==> src/rtl/r_separator.sv <==
// ---------------------------------------------------------------------------
// r_separator
//   Receive-side frame separator. Delineates a received byte stream into
//   frames of the form LEN, LEN payload bytes, CRC; steers payload bytes and
//   the CRC byte onto separate strobed lanes, recomputes CRC-8 over LEN and
//   payload, and flags each frame as OK or errored.
//
// Ports
//   clk        in   1  system clock, rising edge
//   n_rst      in   1  asynchronous active-low reset
//   d_src      in   8  received byte
//   d_rdy_src  in   1  one-cycle strobe: d_src valid
//   rx_state   out  2  [0] receiving payload, [1] awaiting/receiving CRC byte
//   d_rdy_dst  out  2  [0] payload byte strobe, [1] CRC byte strobe
//   d_dst      out 16  [7:0] last payload byte, [15:8] last received CRC byte
//   frame_ok   out  1  one-cycle pulse: CRC matched
//   frame_err  out  1  one-cycle pulse: frame aborted
//   err_code   out  2  valid with frame_err: 1 CRC, 2 length, 3 timeout
// ---------------------------------------------------------------------------
module r_separator #(
  parameter int         MAX_LEN        = 64,
  parameter int         TIMEOUT_CYCLES = 1024,
  parameter logic [7:0] CRC_POLY       = 8'h07,
  parameter logic [7:0] CRC_INIT       = 8'h00
) (
  input  logic        clk,
  input  logic        n_rst,
  input  logic [7:0]  d_src,
  input  logic        d_rdy_src,
  output logic [1:0]  rx_state,
  output logic [1:0]  d_rdy_dst,
  output logic [15:0] d_dst,
  output logic        frame_ok,
  output logic        frame_err,
  output logic [1:0]  err_code
);

  localparam int         GAP_W     = $clog2(TIMEOUT_CYCLES + 1);
  localparam logic [7:0] MAX_LEN_B = 8'(MAX_LEN);
  localparam logic [GAP_W-1:0] GAP_LAST = GAP_W'(TIMEOUT_CYCLES - 1);
  localparam logic [GAP_W-1:0] GAP_MAX  = GAP_W'(TIMEOUT_CYCLES);

  localparam logic [1:0] ERR_CRC     = 2'd1;
  localparam logic [1:0] ERR_LEN     = 2'd2;
  localparam logic [1:0] ERR_TIMEOUT = 2'd3;

  typedef enum logic [1:0] {
    ST_IDLE    = 2'd0,
    ST_SDP     = 2'd1,
    ST_CRC     = 2'd2,
    ST_DISCARD = 2'd3
  } state_e;

  state_e           state_q;
  logic [7:0]       crc_q;
  logic [7:0]       remaining_q;
  logic [GAP_W-1:0] gap_q;
  logic [1:0]       rx_state_q;
  logic [1:0]       d_rdy_dst_q;
  logic [7:0]       sdp_byte_q;
  logic [7:0]       crc_byte_q;
  logic             frame_ok_q;
  logic             frame_err_q;
  logic [1:0]       err_code_q;

  // Fold one byte into a CRC-8 register: MSB first, all eight steps in one clock.
  function automatic logic [7:0] crc_fold(input logic [7:0] crc, input logic [7:0] b);
    logic [7:0] c;
    c = crc ^ b;
    for (int i = 0; i < 8; i++) begin
      c = c[7] ? ((c << 1) ^ CRC_POLY) : (c << 1);
    end
    return c;
  endfunction

  function automatic logic [1:0] rx_decode(input state_e s);
    case (s)
      ST_SDP:  return 2'b01;
      ST_CRC:  return 2'b10;
      default: return 2'b00;
    endcase
  endfunction

  logic [7:0] crc_len_d;   // CRC after the LEN byte, seeded fresh
  logic [7:0] crc_upd_d;   // CRC after folding the current payload byte
  logic       gap_hit;     // this idle clock is the one that exhausts the gap budget

  assign crc_len_d = crc_fold(CRC_INIT, d_src);
  assign crc_upd_d = crc_fold(crc_q, d_src);
  // A strobe in the expiring cycle wins, hence the !d_rdy_src term.
  assign gap_hit   = !d_rdy_src && (gap_q == GAP_LAST);

  // NOTE: every register here, including the output registers, gets a
  // reset value, and all updates use non-blocking assignment so that every
  // branch reads the pre-edge value of the state.
  always_ff @(posedge clk or negedge n_rst) begin
    if (!n_rst) begin
      state_q     <= ST_IDLE;
      crc_q       <= CRC_INIT;
      remaining_q <= '0;
      gap_q       <= '0;
      rx_state_q  <= 2'b00;
      d_rdy_dst_q <= 2'b00;
      sdp_byte_q  <= '0;
      crc_byte_q  <= '0;
      frame_ok_q  <= 1'b0;
      frame_err_q <= 1'b0;
      err_code_q  <= 2'b00;
    end else begin
      // Strobes and pulses are single-cycle unless re-asserted below.
      d_rdy_dst_q <= 2'b00;
      frame_ok_q  <= 1'b0;
      frame_err_q <= 1'b0;

      case (state_q)
        ST_IDLE: begin
          gap_q <= '0;
          if (d_rdy_src) begin
            crc_q <= crc_len_d;
            if (d_src == 8'd0) begin
              state_q    <= ST_CRC;
              rx_state_q <= rx_decode(ST_CRC);
            end else if (d_src <= MAX_LEN_B) begin
              remaining_q <= d_src;
              state_q     <= ST_SDP;
              rx_state_q  <= rx_decode(ST_SDP);
            end else begin
              frame_err_q <= 1'b1;
              err_code_q  <= ERR_LEN;
              state_q     <= ST_DISCARD;
              rx_state_q  <= rx_decode(ST_DISCARD);
            end
          end
        end

        ST_SDP: begin
          if (d_rdy_src) begin
            gap_q          <= '0;
            sdp_byte_q     <= d_src;
            d_rdy_dst_q[0] <= 1'b1;
            crc_q          <= crc_upd_d;
            remaining_q    <= remaining_q - 8'd1;
            if (remaining_q == 8'd1) begin
              state_q    <= ST_CRC;
              rx_state_q <= rx_decode(ST_CRC);
            end
          end else if (gap_hit) begin
            frame_err_q <= 1'b1;
            err_code_q  <= ERR_TIMEOUT;
            crc_q       <= CRC_INIT;
            remaining_q <= '0;
            gap_q       <= '0;
            state_q     <= ST_IDLE;
            rx_state_q  <= rx_decode(ST_IDLE);
          end else if (gap_q != GAP_MAX) begin
            gap_q <= gap_q + 1'b1;
          end
        end

        ST_CRC: begin
          if (d_rdy_src) begin
            crc_byte_q     <= d_src;
            d_rdy_dst_q[1] <= 1'b1;
            if (d_src == crc_q) begin
              frame_ok_q <= 1'b1;
            end else begin
              frame_err_q <= 1'b1;
              err_code_q  <= ERR_CRC;
            end
            crc_q       <= CRC_INIT;
            remaining_q <= '0;
            gap_q       <= '0;
            state_q     <= ST_IDLE;
            rx_state_q  <= rx_decode(ST_IDLE);
          end else if (gap_hit) begin
            frame_err_q <= 1'b1;
            err_code_q  <= ERR_TIMEOUT;
            crc_q       <= CRC_INIT;
            remaining_q <= '0;
            gap_q       <= '0;
            state_q     <= ST_IDLE;
            rx_state_q  <= rx_decode(ST_IDLE);
          end else if (gap_q != GAP_MAX) begin
            gap_q <= gap_q + 1'b1;
          end
        end

        ST_DISCARD: begin
          // Bytes are dropped; only a full quiet gap resynchronises.
          if (d_rdy_src) begin
            gap_q <= '0;
          end else if (gap_hit) begin
            crc_q      <= CRC_INIT;
            gap_q      <= '0;
            state_q    <= ST_IDLE;
            rx_state_q <= rx_decode(ST_IDLE);
          end else if (gap_q != GAP_MAX) begin
            gap_q <= gap_q + 1'b1;
          end
        end

        default: begin
          state_q    <= ST_IDLE;
          rx_state_q <= rx_decode(ST_IDLE);
        end
      endcase
    end
  end

  assign rx_state  = rx_state_q;
  assign d_rdy_dst = d_rdy_dst_q;
  assign d_dst     = {crc_byte_q, sdp_byte_q};
  assign frame_ok  = frame_ok_q;
  assign frame_err = frame_err_q;
  assign err_code  = err_code_q;

endmodule

==> config.mk <==
export PLATFORM = sky130hd
export DESIGN_NAME = r_separator
export DESIGN_NICKNAME = d
export VERILOG_FILES = /design/src/rtl/r_separator.sv
export SDC_FILE = /design/constraint.sdc
export NUM_CORES = 1
export LEC_CHECK = 0
export CAP_MARGIN = 40
export CELL_PAD_IN_SITES_DETAIL_PLACEMENT = 0
export CELL_PAD_IN_SITES_GLOBAL_PLACEMENT = 2
export CORE_MARGIN = 5
export CORE_UTILIZATION = 36
export CTS_CLUSTER_DIAMETER = 30
export DETAILED_ROUTE_END_ITERATION = 7
export HOLD_SLACK_MARGIN = 0.1
export PLACE_DENSITY_LB_ADDON = 0.1
export SYNTH_ARGS = -nofsm -noshare
export SYNTH_HDL_FRONTEND = slang
export SYNTH_SLANG_ARGS = --single-unit
==> constraint.sdc <==
create_clock -name clk -period 2.56 [get_ports clk]
set_clock_uncertainty 0.1 [all_clocks]
set_input_delay 0.512 -clock clk [delete_from_list [all_inputs] [get_ports clk]]
set_output_delay 0.512 -clock clk [all_outputs]
set_load 0.005 [all_outputs]
# ---- Word level (Yosys, flattened, before mapping)
# Index checks and enable logic that the tools add are counted.
# Widths: inputs -> output; s select.
dict set report classes {
  add_sub_neg 2
  n_lt_le_gt_ge 1
  eq_ne 16
  mux 72
  bitwise 17
  reduce_logical 12
}
# cell n
set op_table {}
lappend op_table {{$mux 8} 11}
lappend op_table {{$mux 3} 16}
lappend op_table {{$not 3->3} 16}
lappend op_table {{$mux 2} 21}
lappend op_table {{$mux 11} 3}
lappend op_table {{$pmux 8 s4} 1}
lappend op_table {{$pmux 8 s3} 1}
lappend op_table {{$pmux 11 s2} 1}
lappend op_table {{$pmux 2 s4} 2}
lappend op_table {{$mux 1} 14}
lappend op_table {{$ne 2x2->1 const B} 6}
lappend op_table {{$add 11x1->11 const B} 1}
lappend op_table {{$eq 11x10->1 const B} 1}
lappend op_table {{$ne 11x11->1 const B} 1}
lappend op_table {{$eq 8x1->1 const B} 1}
lappend op_table {{$eq 8x8->1} 1}
lappend op_table {{$le 8x7->1 const B} 1}
lappend op_table {{$logic_not 8->1} 1}
lappend op_table {{$sub 8x1->8 const B} 1}
lappend op_table {{$xor 8x8->8} 1}
lappend op_table {{$ne 3x3->1 const B} 2}
lappend op_table {{$pmux 2 s3} 1}
lappend op_table {{$reduce_and 2->1} 3}
lappend op_table {{$reduce_and 6->1} 1}
lappend op_table {{other kinds (11)} 12}
dict set report totals {
  regBits 53
  input_bits 11
  output_inout_bits 24
  wordCells 131
}

# ---- Depth between registers and ports, before layout
dict set report logic_depth {
  word_depth 19
  ltp_mapped 9
  ltp_nobuf 7
}

# ---- Worst setup path before layout
# OpenSTA, ideal clock, no wires.
dict set report synth_path {
  path_kind {input-to-reg}
  startpoint {in d_src[6]}
  endpoint {reg err_code_q[1] (netlist: err_code[1])}
  setup_ns 0.131
  arrival_time_ns 2.233
  t_required_ns 2.329
  path_slack_ns 0.096
  stages 8
  path_buffers 1
  path_cell_list {clkbuf_1 inv_1 ha_1 or2_2 a211o_1 a211oi_2 nor3b_1 o22ai_1}
}
dict set report synth_between {
  elab_chain_len 3
  elab_cells_between_ends 7
  cone_classes {order compare (1); eq/ne (4); reduce/logical (2)}
}
# element line_no
set synth_lines {}
lappend synth_lines {{start: declaration} 28} ;# input logic [7:0] d_src,
lappend synth_lines {{$le 8x7->1 (tied with other cells)} 123} ;# end else if (d_src <= MAX_LEN_B) begin
lappend synth_lines {{$ne 2x2->1 (no source line) / $ne 3x3->1 (equally long branches)} n/a}
lappend synth_lines {{$reduce_and 6->1 (no source line) (*)} n/a}
lappend synth_lines {{end signal: assignment} 108} ;# err_code_q <= 2'b00;
lappend synth_lines {{end signal: assignment} 129} ;# err_code_q <= ERR_LEN;
lappend synth_lines {{end signal: assignment} 149} ;# err_code_q <= ERR_TIMEOUT;
lappend synth_lines {{end: declaration} 64} ;# logic [1:0] err_code_q;
# Mark *: on every way between the ends. The rest lies on a longest branch, timed or not.
# A chain may end at the register's enable or synchronous reset.

# ---- Final worst setup path
dict set report layout_path {
  startpoint {in d_src[7]}
  endpoint {reg err_code_q[1] (netlist: err_code[1])}
}
# Same word-level chain as after synthesis.

==> results.md <==
- Most common cell after layout, fill and taps aside: dfrtp_1
- Max-capacitance violation count: 0
- Final Max Tran Viols: 0
- Async SR Flop Fraction: 100%
- Placer Congestion: 0.799
- H-tree Lvls: 2
- Inserted Clock Buffers: 5
- Min Clock Period, post-route: roughly 2.5 ns
- Clk pwr share: 10.6%
- Crit start category: input port
- Share of cells above drive strength 1: 17.5%
- Seq/Total Area, Yosys: roughly 40%
- M3 GR Usage: under 10%
- P_sw: about 1900 uW
- Switching share of power: 41.7%
- Post-DP HPWL: around 7.0 mm
- Status: finished, final reports clean
- Worst Setup Slack, final: a little over 0.09 ns
- Worst-skew pair later-pin latency: around 0.31 ns
- # diodes: 0
- Worst relative slew slack: 66.1%
- Hold slack: about 0.39 ns
- Synthesis-to-layout area growth: 27.0%
- Critical Path RT: 2.65 ns
- Yosys warning count: 0
- Hold Vio Cnt, Final: 0
- Total GRT Usage: between 15 and 20%
- Antenna viol nets, final: 0
- CTS Sinks: 53
- Initial DRT Pass Iterations: 4
- Crit Path Class: input port to register
- Synthesized area per cell: 9.35 sq um
- Unique masters post-synth: 58
- Effective utilization at floorplan: 36.3%
- CTS tree: done
- First-pass GRT wire length: 15.2 mm
- Hold crit path type: register to register
- Initial antenna violation count: 0
- Maximum clock rate: 0.405 GHz
- Most frequent cells in the layout: dfrtp_1, buf_4, nand2_1
- Avg WL per Cell: 17.0 um
- Crit. End Element: register
- Pin count of the biggest net entering global routing: 54
- Worst Path Max Fanout: 5
- Clock transition at path regs: 0.10 ns
- Area leader, netlist: dfrtp_1
- Maximum VDD drop: 436 uV
- Vias: 2796
- Vias in the first global route: 2747
- Post-Syn Area: between 3000 and 4000 sq um
- Total global routing overflow: 0
- Post-Syn Instances: 354
- IO Pins: 35
- Die footprint: between 10000 and 15000 sq um
- Die Ht: 106 um
- Comb pwr share: 59.6%
- Setup WS pre-CTS: -0.310 ns
- Initial drt markers: 168
- Core area: approximately 9100 sq um
- Post-CTS setup buffer count: 0
- Die Width: approximately 110 um
- Power Density: 1100 nW/um^2
- Post-synth top area share: 40.1%
- WL final: approximately 9.2 mm
- M2 GR Usage: 26.8%
- Seq cells post-synth: 53
- Synth area leaders: dfrtp_1, xnor2_1, ha_1, nand2_1, o21ai_0
- Vias per Instance: 5.19
- Drt drc: 0
- Port Buffers: 34
- Root buffer cell: clkbuf_8
- RSZ-0062 raised after global routing: false
- Setup-failing EPs final: 0
- Num rows: 35
- Met1 usage: 24.6%
- Slew @ Worst Pin: roughly 0.5 ns
- Arrival time at the worst endpoint: roughly 2.6 ns
- EDFF count, synth: 0
- LEAKAGE: between 0.0015 and 0.002 uW
- GRT Max-Usage Layer: met2
- Predominant post-synthesis flop cell: dfrtp_1
- Nets@finish: around 460
- Final worst path period share: approximately 96%
- Syn nets: 382
- Clock Path Buffers: 2
- Reg power frac: 29.8%
- Internal Power: around 2700 uW
-- through the flow --
| step | std cells | instance area (sq um) | power (uW) | utilization, % | setup TNS (ns) |
|---|---|---|---|---|---|
| after floorplan | 354 | 3310 | 3080 | - | 0 |
| after global placement | 530 | 4090 | 4110 | 44.8 | -1.37 |
| after detailed placement | 530 | 4090 | 4130 | 44.8 | -1.59 |
| after CTS | 539 | 4180 | 4640 | 45.9 | 0 |
| after global routing | 539 | 4200 | 5020 | 46.1 | 0 |
| final | 539 | 4200 | 4610 | 46.1 | 0 |
-- cell type report --
cell class | count | area [sq um]
clock buffer | 6 | 72.6
clock inverter | 2 | 15.0
fill | 938 | 4910
inverter | 19 | 71.3
multi-input combinational | 265 | 1850
sequential | 53 | 1330
tap | 111 | 139
timing repair buffer | 83 | 731
-- cells by family after synthesis --
group,after synthesis,share of synthesized area (%)
AND/OR/NAND/NOR,120,18.9
AO/OA/AOI/OAI,84,17.5
flip-flops,53,40.1
XOR/XNOR,38,10.5
buffers and inverters,36,4.69
adder cells (fa/ha/maj),17,6.43
multiplexers,6,1.93
-- state kept, by name, indices dropped and copies added, names as in the netlist --
signal,cells
rx_state,2
remaining_q,8
sdp_byte_q,8
err_code,2
gap_q,11
d_rdy_dst,2
frame_err,1
state_q,2
frame_ok,1
crc_byte_q,8
crc_q,8
-- worst max-delay path: stages --
cell and delay (ns):
clkdlybuf4s50_1 0.51, inv_1 0.10, ha_1 0.20, or2_2 0.29, a211o_1 0.34, a211oi_4 0.31, nor3b_2 0.21, o22ai_1 0.09
-- power by group through the flow --
stage	Clock (uW)	Sequential [uW]	Combinational, uW
final	489	1370	2750
after global routing	552	1420	3040
after CTS	515	1380	2750
after detailed placement	0	1390	2740
after global placement	0	1390	2720
after floorplan	0	1370	1710
-- worst paths after layout --
kind                                            from                          to  slack (ns)  cells past startpoint
min in group asynchronous                      n_rst        gap_q[3]$_DFFE_PN0P_        0.63                      3
setup reg to reg              state_q[1]$_DFFE_PN0P_  remaining_q[2]$_DFFE_PN0P_        0.22                      7
max in group asynchronous                      n_rst  remaining_q[0]$_DFFE_PN0P_        1.47                      3
hold reg to reg            sdp_byte_q[0]$_DFFE_PN0P_   sdp_byte_q[0]$_DFFE_PN0P_        0.39                      2
setup / recovery                            d_src[7]     err_code[1]$_DFFE_PN0P_        0.09                      8
hold / removal             sdp_byte_q[0]$_DFFE_PN0P_   sdp_byte_q[0]$_DFFE_PN0P_        0.39                      2
-- repair_timing --
item | CTS | global route
endpoints found under the hold margin | 49 | 0
hold buffers | 1 | 0
resized for setup | 0 | 3
setup endpoints to repair | 0 | 1
-- cell usage after synthesis, drive strengths merged, types with 5 or more instances --
library cell and count:
a21oi 16, xnor2 25, dfrtp 53, clkbuf 11, xor2 12, nand3 10, o21ai 24, nor3 15
ha 17, inv 19, nor2 26, a221o 6, buf 6, nand2 35, nand2b 9, o22ai 5
-- routing by layer --
metal / vias to the layer above / share of wire, % / wire [um]
li1: 1390 / - / -
met1: 1359 / 50 / 4610
met2: 43 / 46 / 4250
met3: 4 / 2.8 / 253
met4: 0 / 0.60 / 55
met5: - / 0 / 0
Note: power is estimated with default switching activity, not from simulation.
